<file path="src/rtl/uart_pkg.sv">
// Shared types and helpers for the UART datapath (TX now, RX later).
package uart_pkg;

  typedef enum logic [2:0] {
    IDLE,
    SYNC,
    START,
    DATA,
    PARITY,
    STOP
  } tx_state_e;

  // baud_clk cycles per bit period (ratio of baud_clk to baud_clk_16 edges)
  localparam int OVERSAMPLE = 16;

  // Even parity is the XOR of the data bits; odd parity inverts it.
  // Callers zero-extend narrower words, which leaves the XOR unchanged.
  function automatic logic parity_bit(input logic [7:0] data, input logic odd);
    return (^data) ^ odd;
  endfunction

endpackage

</file>
<file path="src/rtl/rise_detect.sv">
// One-register synchronous rising-edge detector. Produces a single-cycle
// pulse on the first baud_clk cycle where d is seen high after being low.
module rise_detect (
  input  logic baud_clk,
  input  logic reset,
  input  logic d,
  output logic pulse
);

  logic d_q;

  // Remember last cycle's level of d
  always_ff @(posedge baud_clk) begin
    // NOTE: sequential state uses non-blocking (<=) so every flop samples
    // pre-edge values regardless of block evaluation order.
    if (reset) begin
      d_q <= 1'b0;
    end else begin
      d_q <= d;
    end
  end

  assign pulse = d & ~d_q;

endmodule

</file>
<file path="src/rtl/uart_tx_core.sv">
// UART transmit serializer: accepts a word on valid/ready and shifts out
// start, LSB-first data, optional parity and 1..2 stop bits, advancing one
// bit per rising edge of baud_clk_16.
module uart_tx_core
  import uart_pkg::*;
#(
  parameter int DATA_BITS  = 8,
  parameter int PARITY_EN  = 0,
  parameter int PARITY_ODD = 0,
  parameter int STOP_BITS  = 1
) (
  input  logic                 baud_clk,
  input  logic                 reset,
  input  logic                 baud_clk_16,
  input  logic [DATA_BITS-1:0] tx_data,
  input  logic                 tx_valid,
  output logic                 tx_ready,
  output logic                 tx_out,
  output logic                 tx_busy,
  output logic                 tx_done
);

  localparam int             BCW       = (DATA_BITS > 1) ? $clog2(DATA_BITS) : 1;
  localparam logic [BCW-1:0] BIT_LAST  = BCW'(DATA_BITS - 1);
  localparam logic           STOP_LAST = 1'(STOP_BITS - 1);

  tx_state_e            state_q,    state_d;
  logic [DATA_BITS-1:0] shreg_q,    shreg_d;
  logic [BCW-1:0]       bit_cnt_q,  bit_cnt_d;
  logic                 stop_cnt_q, stop_cnt_d;
  logic                 parity_q,   parity_d;
  logic                 tx_out_q,   tx_out_d;
  logic                 tx_done_q,  tx_done_d;
  logic                 bit_edge;

  rise_detect u_edge (
    .baud_clk (baud_clk),
    .reset    (reset),
    .d        (baud_clk_16),
    .pulse    (bit_edge)
  );

  // Next-state and next-output logic; nothing but the accept moves without a bit edge
  always_comb begin
    // NOTE: every variable gets its hold value first so no path leaves it
    // unassigned, which would otherwise infer a latch.
    state_d    = state_q;
    shreg_d    = shreg_q;
    bit_cnt_d  = bit_cnt_q;
    stop_cnt_d = stop_cnt_q;
    parity_d   = parity_q;
    tx_out_d   = tx_out_q;
    tx_done_d  = 1'b0;

    case (state_q)
      IDLE: begin
        tx_out_d = 1'b1;
        if (tx_valid && tx_ready) begin
          shreg_d  = tx_data;
          parity_d = parity_bit(8'(tx_data), PARITY_ODD != 0);
          state_d  = SYNC;
        end
      end
      SYNC: begin
        if (bit_edge) begin
          state_d  = START;
          tx_out_d = 1'b0;
        end
      end
      START: begin
        if (bit_edge) begin
          state_d   = DATA;
          tx_out_d  = shreg_q[0];
          bit_cnt_d = '0;
        end
      end
      DATA: begin
        if (bit_edge) begin
          if (bit_cnt_q != BIT_LAST) begin
            bit_cnt_d = bit_cnt_q + BCW'(1);
            shreg_d   = shreg_q >> 1;
            tx_out_d  = shreg_q[1];
          end else if (PARITY_EN != 0) begin
            state_d  = PARITY;
            tx_out_d = parity_q;
          end else begin
            state_d    = STOP;
            tx_out_d   = 1'b1;
            stop_cnt_d = 1'b0;
          end
        end
      end
      PARITY: begin
        if (bit_edge) begin
          state_d    = STOP;
          tx_out_d   = 1'b1;
          stop_cnt_d = 1'b0;
        end
      end
      STOP: begin
        if (bit_edge) begin
          if (stop_cnt_q == STOP_LAST) begin
            state_d   = IDLE;
            tx_done_d = 1'b1;
          end else begin
            stop_cnt_d = stop_cnt_q + 1'b1;
          end
        end
      end
      default: begin
        state_d  = IDLE;
        tx_out_d = 1'b1;
      end
    endcase
  end

  // FSM, datapath and registered outputs; reset aborts any frame in flight
  always_ff @(posedge baud_clk) begin
    if (reset) begin
      state_q    <= IDLE;
      shreg_q    <= '0;
      bit_cnt_q  <= '0;
      stop_cnt_q <= 1'b0;
      parity_q   <= 1'b0;
      tx_out_q   <= 1'b1;
      tx_done_q  <= 1'b0;
    end else begin
      state_q    <= state_d;
      shreg_q    <= shreg_d;
      bit_cnt_q  <= bit_cnt_d;
      stop_cnt_q <= stop_cnt_d;
      parity_q   <= parity_d;
      tx_out_q   <= tx_out_d;
      tx_done_q  <= tx_done_d;
    end
  end

  assign tx_ready = (state_q == IDLE);
  assign tx_busy  = (state_q != IDLE);
  assign tx_out   = tx_out_q;
  assign tx_done  = tx_done_q;

endmodule

</file>
<file path="config.mk">
export PLATFORM = sky130hd
export DESIGN_NAME = uart_tx_core
export DESIGN_NICKNAME = d
export VERILOG_FILES = /design/src/rtl/uart_pkg.sv /design/src/rtl/rise_detect.sv /design/src/rtl/uart_tx_core.sv
export SDC_FILE = /design/constraint.sdc
export NUM_CORES = 1
export LEC_CHECK = 0
export BUFFER_PORTS_ARGS = -buffer_cell sky130_fd_sc_hd__buf_2
export CORE_MARGIN = 5
export CORE_UTILIZATION = 45
export CTS_CLUSTER_SIZE = 16
export DETAILED_ROUTE_END_ITERATION = 6
export PLACE_DENSITY = 0.75
export SLEW_MARGIN = 10
export SYNTH_ARGS = -nofsm -noshare
export SYNTH_HDL_FRONTEND = slang
export SYNTH_SLANG_ARGS = --single-unit
</file>
<file path="constraint.sdc">
create_clock -name baud_clk -period 1.4 [get_ports baud_clk]
set_input_delay 0.35 -clock baud_clk [delete_from_list [all_inputs] [get_ports baud_clk]]
set_output_delay 0.35 -clock baud_clk [all_outputs]
set_load 0.01 [all_outputs]
</file>
; ---- After elaboration in Yosys (flattened, before gate mapping)
; Index checks and enable logic that the tools add are counted.
[word_totals]
regBits = 18
word_cells = 69
input_bits = 12
output_inout_bits = 4
[op_classes]
n_mux = 29
add_sub_neg = 2
n_bitwise = 4
n_eq_ne = 15
reduce_logical = 12
[ops]
columns = operator, count
row1 = 3-bit two-way mux, 11
row2 = 8-bit two-way mux, 3
row3 = 3-bit case mux with 6 select lines, 1
row4 = "2-bit inequality test, second input constant", 8
row5 = 8-bit case mux with 2 select lines, 1
row6 = 1-bit two-way mux, 10
row7 = 5-bit AND reduction, 2
row8 = 4-bit AND reduction, 2
row9 = 8-bit AND reduction, 1
row10 = "3-bit by 2-bit equality test with 1-bit output, second input constant", 2
row11 = "3-bit equality test, second input constant", 2
row12 = 3-bit case mux with 2 select lines, 1
row13 = 3-bit nonzero test, 2
row14 = 1-bit case mux with 5 select lines, 1
row15 = 2-bit nonzero test, 2
row16 = "3-bit by 1-bit adder with 3-bit output, second input constant", 1
row17 = "3-bit by 1-bit equality test with 1-bit output, second input constant", 1
row18 = 3-bit logical NOT, 1
row19 = "3-bit inequality test, second input constant", 1
row20 = 1-bit NOT, 3
row21 = 1-bit case mux with 3 select lines, 1
row22 = 3-bit OR reduction, 1
row23 = "2-bit by 1-bit inequality test with 1-bit output, second input constant", 1
row24 = "1-bit adder, second input constant", 1
row25 = 2 further kinds, 2

; ---- Logic depth before layout (Yosys ltp)
; Gate-level depths: netlist of run 1.
[depth]
word_depth = 4
depth_mapped = 6
depth_no_buf = 6

; ---- By module
; From an unflattened synthesis of run 1, not the netlist that was laid out.
[hier_totals]
cells_unflattened = 103
hier_area_um2 = 953.4
[modules_own_cells]
columns = module, area_per_inst_um2, instances, cells_each
row1 = uart_tx_core, 905.9, 1, 100
row2 = rise_detect, 47.5, 1, 3

; ---- Worst setup path after synthesis of run 1
; No wires, ideal clock.
[synth_path]
path_type = register -> register
from = register bit_cnt_q[0]
to = register shreg_q[1]
n_path_buf = 1
path_stages_with_launch = 7
slack_ps = -138
arrival_time_ps = 1459
period_less_slack_ps = 1538
t_required_ps = 1321
cell_sequence = dfxtp_1 > ha_1 > ha_1 > o31ai_4 > buf_8 > nor2_2 > a211oi_2
[synth_via]
elab_chain_cells = 3
[synth_lines]
columns = element, line_no
row1 = "start, declared", uart_tx_core.sv:29  ; logic [BCW-1:0] bit_cnt_q, bit_cnt_d;
row2 = "start signal, assigned", uart_tx_core.sv:130  ; bit_cnt_q <= bit_cnt_d;
row3 = 3-bit inequality test, uart_tx_core.sv:79  ; if (bit_cnt_q != BIT_LAST) begin
row4 = 2-bit inequality test (no line), -
row5 = 4-bit AND reduction (no line), -
row6 = "end signal, assigned", uart_tx_core.sv:129  ; shreg_q <= shreg_d;
row7 = "end, declared", uart_tx_core.sv:28  ; logic [DATA_BITS-1:0] shreg_q, shreg_d;
; No other way between the ends.
; A chain may end at the register's enable or synchronous reset.

; ---- Worst setup path after layout of run 1
[layout_path]
from = register state_q[0]
to = output tx_ready
[layout_via]
elab_chain_cells = 1
[layout_lines]
columns = element, line_no
row1 = "start, declared", uart_tx_core.sv:27  ; tx_state_e state_q, state_d;
row2 = "start signal, assigned", uart_tx_core.sv:128  ; state_q <= state_d;
row3 = 3-bit logical NOT, -
row4 = "end, declared", uart_tx_core.sv:17  ; output logic tx_ready,
; No other way between the ends.

==> qor.csv, run 1 <==
metric;value;unit
I/O pin total;16;
Clock Root Buffer;sky130_fd_sc_hd__clkbuf_4;
run status;finished with violations;
Yosys warning total;0;
drt pass-1 iters;4;
starting density of the core;46.1;%
RSZ-0062 raised after global routing;yes;
R2R Setup Slk;-0.21;ns
fin crit share;118;%
Required @ worst endpoint;1.05;ns
highest fanout seen on the critical path;6;
XOR/XNOR share of the synthesized area;0;%
Layout fillers;160;
Iteration-0 DRC Markers;4;
share of async-settable or async-resettable flops after synthesis;0;%
die area;0.00293;mm²
total grt overflow;0;
die width;54.2;µm
violations in the final reports;setup timing;
clock transition time at the flip-flop clock pins of the worst setup and hold paths;0.10;ns
largest cells by area after synthesis;sky130_fd_sc_hd__dfxtp_1 (39%), sky130_fd_sc_hd__mux2i_1 (9.1%), sky130_fd_sc_hd__a211oi_2 (4.3%);
Inserted Diodes;0;
adder and majority gate portion of the synthesized area;2.85;%
gr usage total;17.3;%
number of levels in the clock H-tree;1;
number of buffers inserted by port buffering;15;
final RePlAce weighted congestion;0.809;
number of vias after detailed routing;848;
clk_lat worst skew;0.29;ns
CTS tree;built;
final hold slack;0.313;ns
Data arrival, critical path;1.31;ns
fraction of final layout cells with drive strength greater than 1;51.5;%
mean number of vias per cell;5.27;
number of hold-repair buffers added at the cts stage;0;
shortest period the worst path allows;1.66;ns
capture instance of the worst register-to-register path;shreg_q[7];
basic-gate share of the synthesized area counting and, or, nand and nor cells;24.3;%
share of synthesized area occupied by flip-flops and latches;38.8;%
element type at the critical path end;primary output;
CTS Sinks;17;
beginning of the worst hold path;baud_clk_16;
Final Max Tran Viols;0;
post-detailed-route count of antenna-violating nets;0;
Final WS setup;-0.256;ns
Max Freq;0.604;GHz
first-pass GRT wire length;3660;µm
count of distinct cell types in the synthesized netlist;30;
path type of the worst setup path;reg -> out;
Reg2Reg Depth;10;
worst clock skew on the final layout;0.00297;ns
Mapped Area;877;µm²
hold endpoint;u_edge.d_q;
Worst Setup Slack post-DPL;-0.340;ns
Site Rows;16;
DP Area;0.00108;mm²
commonest cells in the synthesized netlist;sky130_fd_sc_hd__dfxtp_1 (17), sky130_fd_sc_hd__nor2_1 (9), sky130_fd_sc_hd__mux2i_1 (8);
Die Height;54.2;µm
number of enable-type register cells in the synthesized netlist;0;
Critical Path Source Type;register;
main combinational cell family by area after synthesis;simple AND/OR/NAND/NOR gates;
Post-Route Setup TNS;-1.79;ns
slew margin rel.;72.8;%
post-synthesis sequential element count;17;
Core Footprint;0.00190;mm²
area share of the largest cell type after synthesis;38.8;%
number of standard cells after synthesis;96;
routed length per placed instance;13.9;µm
most used standard cell by instance count after synthesis;sky130_fd_sc_hd__dfxtp_1;
fraction of synthesized area in multiplexers;9.13;%
post-detailed-route DRC marker count;0;
top_reg_cell synth;sky130_fd_sc_hd__dfxtp_1;
HPWL after detailed placement;1410;µm
launch point of the worst reg-to-reg path;state_q[0];
mean area per synthesized cell;9.14;µm²
areal power density over the cells;879;mW/mm²
Total Power Consumption;1.15;mW
number of buffers created by CTS;3;
complex-gate fraction of the synthesized area;19.3;%
number of nets in the final layout;149;
area grow syn2layout;48.9;%
highest ir drop seen on vdd;771;µV
initial antenna violation count;0;
Worst Tran Pin Value;0.408;ns
area of combinational cells with multiple inputs;554;µm²
total leakage power;0.564;nW
Final setup violation count;12;
MaxCap Viol Count;0;
Clock Tree Buf Depth;2;
most area-hungry cell type in the Yosys netlist;sky130_fd_sc_hd__dfxtp_1;
Seq. cell area;349;µm²
vias in the first global route;825;
Hold Violations, Final;0;
Post-Route WL;2230;µm
worst min-delay path category;in -> reg;
maximum number of pins on one net before global-route repair;19;
WHS Path Cells;2;
final instance area;0.00131;mm²
synthesized netlist net count;110;
area by class of cell:
cell class,instances,area share [%]
multi-input combinational,69,42.4
sequential,17,26.7
timing repair buffer,41,25.4
tap,27,2.59
clock buffer,4,2.01
inverter,3,0.862
routing by layer:
layer	global-route usage (%)	vias up	share of wire, %
met4	4.98	0	1.1
li1	-	427	-
met2	28.5	15	50
met5	0	-	0
met1	21.1	402	45
met3	6.09	4	4.2
state kept, by name, summed over array words and instances, names as in the netlist:
register    flops
bit_cnt_q       3
shreg_q         8
state_q         3
tx_done         1
tx_out          1
u_edge.d_q      1
worst max-delay path by stage:
stage                            from    endpoint  slack (ns)  depth (start not counted)
after floorplan            state_q[0]    tx_ready       0.004                          3
after detailed placement  baud_clk_16  shreg_q[5]       -0.34                          5
after global routing       state_q[1]    tx_ready       -0.32                          4
after CTS                  state_q[1]    tx_ready       -0.29                          4
after global placement    baud_clk_16  shreg_q[4]       -0.25                          5
final                      state_q[0]    tx_ready       -0.26                          4
cell usage in the layout, fill, tap and decap left out, types with 3 or more instances in the layout:
cell / n
sky130_fd_sc_hd__buf_2: 14
sky130_fd_sc_hd__mux2i_1: 8
sky130_fd_sc_hd__nand2_1: 4
sky130_fd_sc_hd__nor3_1: 4
sky130_fd_sc_hd__dfxtp_1: 12
sky130_fd_sc_hd__a21oi_1: 7
sky130_fd_sc_hd__nand3b_1: 3
sky130_fd_sc_hd__buf_4: 18
sky130_fd_sc_hd__a211oi_2: 6
sky130_fd_sc_hd__dfxtp_2: 4
sky130_fd_sc_hd__clkbuf_4: 3
sky130_fd_sc_hd__buf_6: 7
sky130_fd_sc_hd__nor2_2: 4
sky130_fd_sc_hd__nor2_1: 7
logic make-up after synthesis:
| family | after synthesis |
|---|---|
| AND/OR/NAND/NOR | 38 |
| multiplexers | 8 |
| AO/OA/AOI/OAI | 21 |
| flip-flops | 17 |
| adder cells (fa/ha/maj) | 2 |
| buffers and inverters | 10 |
through the flow:
step	util (%)	std cells
3_3_place_gp	56.8	146
2_1_floorplan	-	96
3_5_place_dp	56.8	146
6_report	68.7	161
4_1_cts	65.9	160
5_1_grt	68.7	161
report_power, final:
group	switching [mW]	internal, mW
Combinational	0.144	0.191
Sequential	0.0255	0.518
Clock	0.159	0.111
Total	0.328	0.820
repair_timing:
action | in CTS | in global routing
pin swaps | 13 | 8
gates resized for setup | 14 | 12
cloned | 1 | 0
endpoints found under the setup margin | 12 | 14
setup buffers | 9 | 1
critical path: stages (launching register included):
cell	delay, ns
sky130_fd_sc_hd__dfxtp_2	0.34
sky130_fd_sc_hd__buf_6	0.12
sky130_fd_sc_hd__or3_4	0.38
sky130_fd_sc_hd__inv_2	0.07
sky130_fd_sc_hd__buf_6	0.09
Note: power is estimated with default switching activity, not from simulation.
==> run 2: changes to the inputs <==
RECOVER_POWER = 100   (was not set)
==> qor.csv, run 2 (same netlist as run 1, synthesis figures left out) <==
metric;value;unit;change
violations in the final reports;setup timing;;unchanged
total leakage power;0.551;nW;was 0.564 nW
most used cells in the layout excluding fill and tap cells;sky130_fd_sc_hd__buf_4 (16), sky130_fd_sc_hd__dfxtp_1 (12), sky130_fd_sc_hd__buf_2 (11), sky130_fd_sc_hd__mux2i_1 (8);;was sky130_fd_sc_hd__buf_4 (18), sky130_fd_sc_hd__buf_2 (14), sky130_fd_sc_hd__dfxtp_1 (12), sky130_fd_sc_hd__mux2i_1 (8)
Max Freq;0.604;GHz;about the same
Largest regs;shreg_q: 8 flops, bit_cnt_q: 3 flops, state_q: 3 flops;;unchanged
fraction of final layout cells with drive strength greater than 1;48.5;%;was 51.5%
routed length per placed instance;13.9;µm;about the same
number of levels in the clock H-tree;1;;unchanged
number of buffers inserted by port buffering;15;;unchanged
initial antenna violation count;0;;unchanged
Hold Violations, Final;0;;unchanged
MaxCap Viol Count;0;;unchanged
total grt overflow;0;;unchanged
maximum number of pins on one net before global-route repair;19;;unchanged
Clock Tree Buf Depth;2;;unchanged
number of buffers created by CTS;3;;unchanged
CTS tree;built;;unchanged
final RePlAce weighted congestion;0.809;;unchanged
Most flops, register;shreg_q;;unchanged
starting density of the core;46.1;%;unchanged
highest fanout seen on the critical path;6;;unchanged
crit path to;tx_ready;;unchanged
HPWL after detailed placement;1410;µm;unchanged
Data arrival, critical path;1.31;ns;about the same
launch point of the critical path;state_q[0];;unchanged
number of nets in the final layout;149;;unchanged
I/O pin total;16;;unchanged
RSZ-0062 raised after global routing;yes;;unchanged
area grow syn2layout;48.1;%;was 48.9%
post-detailed-route DRC marker count;0;;unchanged
Final WS setup;-0.257;ns;was -0.256 ns
CTS Sinks;17;;unchanged
areal power density over the cells;883;mW/mm²;was 879 mW/mm²
first-pass GRT wire length;3660;µm;unchanged
worst min-delay path category;in -> reg;;unchanged
drt pass-1 iters;5;;was 4
shortest period the worst path allows;1.66;ns;about the same
Post-Route WL;2240;µm;was 2230 µm
Clock Root Buffer;sky130_fd_sc_hd__clkbuf_4;;unchanged
run status;finished with violations;;unchanged
clk_lat worst skew;0.29;ns;about the same
slew margin rel.;36.1;%;was 72.8%
Final setup violation count;12;;unchanged
die area;0.00293;mm²;unchanged
highest ir drop seen on vdd;763;µV;was 771 µV
clock transition time at the flip-flop clock pins of the worst setup and hold paths;0.10;ns;about the same
element type at the critical path end;primary output;;unchanged
post-detailed-route count of antenna-violating nets;0;;unchanged
Total Power Consumption;1.15;mW;about the same
fin crit share;118;%;about the same
Site Rows;16;;unchanged
Worst Tran Pin Value;0.958;ns;was 0.408 ns
Layout fillers;163;;was 160
max reg flops;8;;unchanged
number of vias after detailed routing;862;;was 848
launch point of the worst reg-to-reg path;state_q[0];;unchanged
Inserted Diodes;0;;unchanged
R2R Setup Slk;-0.22;ns;was -0.21 ns
Critical Path Source Type;register;;unchanged
Final Core Density;68.3;%;was 68.7%
Core Footprint;0.00190;mm²;unchanged
gr usage total;17.3;%;unchanged
Iteration-0 DRC Markers;5;;was 4
vias in the first global route;825;;unchanged
capture instance of the worst register-to-register path;shreg_q[7];;unchanged
Final Max Tran Viols;0;;unchanged
worst clock skew on the final layout;0.00533;ns;was 0.00297 ns
leading cell type in the layout, fill and taps excluded;sky130_fd_sc_hd__buf_4;;unchanged
Die Height;54.2;µm;unchanged
mean number of vias per cell;5.35;;was 5.27
Reg2Reg Depth;10;;unchanged
path type of the worst setup path;reg -> out;;unchanged
die width;54.2;µm;unchanged
Required @ worst endpoint;1.05;ns;about the same
==> run 2: area by class of cell <==
type                            count  area, µm²  area share (%)
Tap cell                           27       33.8            2.60
Sequential cell                    17        349            26.9
Multi-Input combinational cell     69        554            42.7
Timing Repair Buffer               41        324            25.0
Inverter                            3       11.3           0.867
Clock buffer                        4       26.3            2.02
==> run 2: worst min-delay path by stage <==
stage | from | to | slack, ns | cells past startpoint
floorplan | bit_cnt_q[1] | bit_cnt_q[1] | 0.44 | 2
global placement | bit_cnt_q[1] | bit_cnt_q[1] | 0.45 | 2
detailed placement | bit_cnt_q[1] | bit_cnt_q[1] | 0.46 | 2
CTS | baud_clk_16 | u_edge.d_q | 0.30 | 2
global route | baud_clk_16 | u_edge.d_q | 0.31 | 2
finish | baud_clk_16 | u_edge.d_q | 0.31 | 2
==> run 2: where the power goes <==
part | internal, mW | switching [mW] | total [mW]
clock network | 0.111 | 0.159 | 0.270
logic | 0.188 | 0.144 | 0.332
registers | 0.518 | 0.0258 | 0.544
total | 0.817 | 0.329 | 1.15
==> run 2: metrics by stage <==
stage	setup TNS, ns	instance area (µm²)	worst slack (ns)	hold WS, ns	instances
final	-1.92	1300	-0.257	0.315	161
after global routing	-3.00	1300	-0.319	0.307	161
after CTS	-2.07	1250	-0.286	0.302	160
after detailed placement	-2.26	1080	-0.340	0.458	146
after global placement	-1.68	1080	-0.253	0.446	146
after floorplan	0	897	0.00384	0.438	96
==> run 2: per-layer routing <==
metal  track usage [%]  routed length, µm  vias to the layer above
li1                  -                  -                      425
met2              28.5               1110                       24
met5                 0                  0                        -
met1              21.1                990                      409
met4              4.98                 24                        0
met3              6.09                114                        4
==> run 2: worst max-delay path, stage by stage, from the launching register on <==
cell and delay (ns):
sky130_fd_sc_hd__dfxtp_2 0.34, sky130_fd_sc_hd__buf_6 0.12, sky130_fd_sc_hd__or3_4 0.38, sky130_fd_sc_hd__inv_2 0.07, sky130_fd_sc_hd__buf_6 0.09
==> run 2: timing repair <==
action	CTS	global route
buffers inserted	9	1
gates resized for setup	14	12
setup endpoints to repair	12	14
hold buffers	0	0
pin swaps	13	8
cloned	1	0
